==> src/rtl/jam_perm_sched.sv <==
// Exhaustive 8x8 assignment search: walks every worker->job permutation in
// lexicographic order, sums cost-ROM reads and tracks the minimum total and its multiplicity.
module jam_perm_sched #(
    parameter int unsigned COST_W = 7,
    parameter int unsigned N      = 8
) (
    input  logic              CLK,
    input  logic              RST,
    input  logic              START,
    input  logic [COST_W-1:0] Cost,
    output logic [2:0]        W,
    output logic [2:0]        J,
    output logic              Busy,
    output logic              Valid,
    output logic [15:0]       MatchCount,
    output logic [9:0]        MinCost
);

    localparam int unsigned IW    = 3;
    localparam int unsigned ACC_W = 10;
    localparam int unsigned CNT_W = 16;
    localparam logic [ACC_W-1:0] MIN_INIT = 10'h3FF;
    localparam logic [IW-1:0]    IDX_LAST = IW'(N - 1);

    typedef enum logic [1:0] {IDLE, FETCH, UPDATE, DONE} state_t;

    state_t            state;
    state_t            state_nxt;
    logic [IW-1:0]     perm [N];
    logic [IW-1:0]     perm_nxt [N];
    logic [IW-1:0]     swapped [N];
    logic [IW-1:0]     idx;
    logic [ACC_W-1:0]  acc;
    logic [ACC_W-1:0]  min_cost;
    logic [CNT_W-1:0]  match_count;
    logic              has_pivot;
    int                k_i;
    int                s_i;

    // Lexicographic successor: find pivot and successor, swap, reverse the tail
    always_comb begin
        has_pivot = 1'b0;
        k_i       = 0;
        s_i       = 0;
        for (int i = 0; i < int'(N) - 1; i++) begin
            if (perm[i] < perm[i+1]) begin
                has_pivot = 1'b1;
                k_i       = i;
            end
        end
        for (int i = 0; i < int'(N); i++) begin
            if (i > k_i && perm[i] > perm[k_i]) begin
                s_i = i;
            end
        end
        for (int i = 0; i < int'(N); i++) begin
            swapped[i] = perm[i];
        end
        swapped[k_i] = perm[s_i];
        swapped[s_i] = perm[k_i];
        for (int i = 0; i < int'(N); i++) begin
            perm_nxt[i] = (i > k_i) ? swapped[int'(N) + k_i - i] : swapped[i];
        end
    end

    always_ff @(posedge CLK or posedge RST) begin
        if (RST) begin
            state <= IDLE;
        end else begin
            state <= state_nxt;
        end
    end

    always_comb begin
        state_nxt = state;
        case (state)
            IDLE:    if (START) state_nxt = FETCH;
            FETCH:   if (idx == IDX_LAST) state_nxt = UPDATE;
            UPDATE:  state_nxt = has_pivot ? FETCH : DONE;
            DONE:    state_nxt = IDLE;
            default: state_nxt = IDLE;
        endcase
    end

    always_comb begin
        W     = '0;
        J     = '0;
        Busy  = 1'b0;
        Valid = 1'b0;
        case (state)
            FETCH: begin
                W    = idx;
                J    = perm[idx];
                Busy = 1'b1;
            end
            UPDATE: Busy = 1'b1;
            DONE: begin
                Busy  = 1'b1;
                Valid = 1'b1;
            end
            default: ;
        endcase
    end

    // Datapath: permutation, fetch index, running sum and best-so-far tracking
    always_ff @(posedge CLK or posedge RST) begin
        if (RST) begin
            for (int i = 0; i < int'(N); i++) begin
                perm[i] <= IW'(i);
            end
            idx         <= '0;
            acc         <= '0;
            min_cost    <= MIN_INIT;
            match_count <= '0;
        end else begin
            case (state)
                IDLE: begin
                    if (START) begin
                        for (int i = 0; i < int'(N); i++) begin
                            perm[i] <= IW'(i);
                        end
                        idx         <= '0;
                        acc         <= '0;
                        min_cost    <= MIN_INIT;
                        match_count <= '0;
                    end
                end
                FETCH: begin
                    acc <= acc + ACC_W'(Cost);
                    idx <= (idx == IDX_LAST) ? '0 : idx + IW'(1);
                end
                UPDATE: begin
                    if (acc < min_cost) begin
                        min_cost    <= acc;
                        match_count <= CNT_W'(1);
                    end else if (acc == min_cost) begin
                        match_count <= match_count + CNT_W'(1);
                    end
                    if (has_pivot) begin
                        perm <= perm_nxt;
                        acc  <= '0;
                        idx  <= '0;
                    end
                end
                default: ;
            endcase
        end
    end

    assign MinCost    = min_cost;
    assign MatchCount = match_count;

endmodule

==> config.mk <==
export PLATFORM = sky130hd
export DESIGN_NAME = jam_perm_sched
export DESIGN_NICKNAME = d
export VERILOG_FILES = /design/src/rtl/jam_perm_sched.sv
export SDC_FILE = /design/constraint.sdc
export NUM_CORES = 1
export LEC_CHECK = 0
export BUFFER_PORTS_ARGS = -buffer_cell sky130_fd_sc_hd__buf_2
export CAP_MARGIN = 20
export CORE_ASPECT_RATIO = 0.7
export CORE_UTILIZATION = 53
export CTS_CLUSTER_SIZE = 28
export DETAILED_ROUTE_END_ITERATION = 10
export PLACE_DENSITY = 0.74
export SLEW_MARGIN = 20
export SYNTH_ARGS = -nofsm -noshare
export SYNTH_HDL_FRONTEND = slang
export SYNTH_SLANG_ARGS = --single-unit
==> constraint.sdc <==
create_clock -name CLK -period 7.04 [get_ports CLK]
set_input_delay 0 -clock CLK [delete_from_list [all_inputs] [get_ports CLK]]
set_output_delay 0 -clock CLK [all_outputs]
set_load 0.05 [all_outputs]
==> qor.yml <==
first_iter_violations: 932
worst_slew_pin_slew_ns: 0.967
worstSetupPathType: "reg2reg"
h-tree-depth: 3
finalSetupViolations: 0
min_period_over_period_pct: 94.0
top_usage_layer: "met1"
portBuffers: 43
synth.avg_cell_area_um2: 7.95
rows: 35
regArea_um2: 1650
rr_startpoint: "perm[13]$_DFFE_PP1P_"
netlist_area_um2: 7220
routed_wl_um: 28600
tritoncts: "built"
cp_data_arrival_time_ns: 6.86
slowest_stage: "dfstp_2"
critical_path_buf_inv_count: 3
hold_end: "acc[0]$_DFFE_PP0P_"
dr.pass1.iters: 6
ios: 44
clkTransAtPathRegs_ns: 0.07
worst_path_dominant_cell_family: "compound AO/OA/AOI/OAI gates"
status: "finished, final reports clean"
first_global_vias: 7459
placed_area_um2: 7890
drive_gt1_share_pct: 19.0
synth_ff_type: "dfrtp_1"
final_cell_count_no_fill: 1161
clock_sinks: 65
whs_path_depth: 3
syn_to_final_growth_pct: 13.8
yosys_warnings: 0
async_reset_ff_share_pct: 100
finalHoldViolations: 0
skew_ns: 0.0191
wire_per_inst_um: 24.7
hold_class: "in2reg"
timing.critical_path.mode_cell: "nor2_1"
path_max_fanout: 9
crit_path_end_kind: "register"
min_period_ns: 6.61
fmax_mhz: 151
hpwl_um: 21400
layout_common_cells: "81 x nand2_1, 78 x o21ai_0, 74 x nor2_1, 57 x ha_1, 56 x buf_4"
synth_seq_area_share_pct: 22.9
fill_cells: 1194
rr_worst_depth: 25
cts_buffer_depth: 2
drtAntennaViolNets: 0
ys_types: 82
critical_path.max_stage_delay_ns: 0.66
maxCapViolations: 0
die_x_um: 141
grt_first_pass_wirelength_um: 44100
crit_required_ns: 7.29
stdcell_area_um2: 8220
ys_seq_elements: 65
cts-buffers-inserted: 9
synth_edf_count: 0
synthesis.nets: 976
cts_setup_buffers: 0
die-area_um2: 14100
hp-start: "Cost[0]"
syn_inst: 908
rsz0062_at_grt: "no"
report.final.slew_viol_count: 0
fin_setup_tns_ns: 0
use_met3_pct: 20.3
dp.cells: 1144
start_kind: "register"
gp_congestion: 1.08
grt_util_met1_pct: 59.5
r2r_end: "perm[13]$_DFFE_PP1P_"
multi_input_area_um2: 5170
dr_total_vias: 7997
post_drt_via_cell_ratio: 6.89
diodes: 0
grt_overflow: 0
clock_latency_ns: 0.35
nets: 1039
cts_root_buf: "clkbuf_16"
grt_start_max_net_pins: 66
antenna_found_initial: 0
timing.slew.headroom_pct: 35.3
met2_usage_pct: 54.7
track_usage_pct: 41.9
start_util_pct: 54.6
reg2reg_slack_ns: 0.43
die_h_um: 99.6
mostFrequentLayoutCell: "nand2_1"
core_area_um2: 13200
drc: 0
[metrics by stage]
| step | util, % | hold slack, ns | setup WS (ns) |
|---|---|---|---|
| final | 62.1 | 0.00429 | 0.426 |
| after CTS | 62.1 | 0.00767 | 0.514 |
| after global routing | 62.1 | 0.0270 | 0.0627 |
| after detailed placement | 59.7 | 0.316 | 0.611 |
| after global placement | 59.7 | 0.302 | 0.705 |
| after floorplan | - | 0.180 | 0.618 |
[synthesized netlist by cell type (7+ instances only)]
| cell | instances | share of area [%] |
|---|---|---|
| a21o_1 | 14 | 1.5 |
| o211ai_1 | 15 | 1.6 |
| o21ai_0 | 78 | 5.4 |
| o31ai_1 | 7 | 0.73 |
| nor2_1 | 75 | 3.9 |
| xor2_1 | 14 | 1.7 |
| nand3_1 | 44 | 3.1 |
| or2_2 | 7 | 0.61 |
| nor2b_1 | 13 | 1.1 |
| mux2i_1 | 26 | 3.6 |
| xnor2_1 | 9 | 1.1 |
| mux4_2 | 12 | 3.7 |
| dfrtp_1 | 43 | 15 |
| a22o_1 | 8 | 0.97 |
| a311oi_1 | 11 | 1.3 |
| ha_1 | 57 | 9.9 |
| inv_1 | 54 | 2.8 |
| dfstp_2 | 22 | 8.0 |
| nand2_1 | 81 | 4.2 |
| clkbuf_1 | 38 | 2.0 |
| nor3_1 | 17 | 1.2 |
| nand4_1 | 19 | 1.6 |
| o2111ai_1 | 8 | 0.97 |
| a21oi_1 | 53 | 3.7 |
| mux2_2 | 8 | 1.2 |
| o22ai_1 | 7 | 0.61 |
| a31oi_1 | 26 | 2.3 |
| o21a_1 | 9 | 0.94 |
[worst register-to-register path: stages (launching register included)]
cell and delay, ns:
dfstp_2 0.66, inv_1 0.20, ha_1 0.24, a21o_1 0.20
a31oi_4 0.26, nor2_1 0.16, o31ai_4 0.38, inv_2 0.18
o211ai_1 0.13, o21ai_0 0.10, o21ai_0 0.22, inv_1 0.20
ha_1 0.32, nand2_1 0.09, nor2_1 0.06, and4_1 0.21
a311o_1 0.27, a221oi_1 0.40, a211o_1 0.27, and2_0 0.31
nand3_1 0.31, mux2i_1 0.23, mux4_2 0.51, nor2_1 0.10
o211ai_1 0.19, a32oi_1 0.33
[cell type report]
cell class / count / share of cell area, %
clock inverters: 7 / 1.02
flip-flops and latches: 65 / 20.1
well taps: 185 / 2.82
repair buffers: 100 / 7.86
clock buffers: 9 / 2.74
inverters: 55 / 2.51
multi-input cells: 740 / 62.9
[cells by family after synthesis]
kind of cell,synth area share [%]
AOI/OAI and AO/OA,29.2
xor gates and xnor gates,2.79
adders and majority gates,10.2
buffers and inverters,5.68
DFF,22.9
muxes,8.99
and+or+nand+nor,20.2
[sequential cells by signal (all words and copies together) (netlist names)]
name,cells
MatchCount,16
state,2
perm,24
idx,3
MinCost,10
acc,10
[worst max-delay path by stage]
stage | slack [ns] | from | endpoint | depth (start not counted)
2_1_floorplan | 0.62 | perm[4]$_DFFE_PP1P_ | perm[3]$_DFFE_PP0P_ | 25
3_3_place_gp | 0.71 | perm[13]$_DFFE_PP1P_ | perm[0]$_DFFE_PP1P_ | 25
6_report | 0.43 | perm[13]$_DFFE_PP1P_ | perm[13]$_DFFE_PP1P_ | 25
5_1_grt | 0.06 | perm[13]$_DFFE_PP1P_ | perm[13]$_DFFE_PP1P_ | 25
4_1_cts | 0.51 | perm[13]$_DFFE_PP1P_ | perm[3]$_DFFE_PP0P_ | 26
3_5_place_dp | 0.61 | perm[13]$_DFFE_PP1P_ | perm[3]$_DFFE_PP0P_ | 26
[repair_timing]
action,CTS,global route
endpoints found under the setup margin,0,5
hold buffers,1,0
endpoints found under the hold margin,43,0
resized for setup,0,1
[layer usage]
layer | up-vias | routed length, um
met5 | - | 23
met2 | 633 | 10800
met1 | 3693 | 12100
li1 | 3566 | -
met4 | 2 | 869
met3 | 103 | 4850
Power is not shown: default switching activity piles up to over one toggle a cycle in this logic, so the estimate is an artifact.
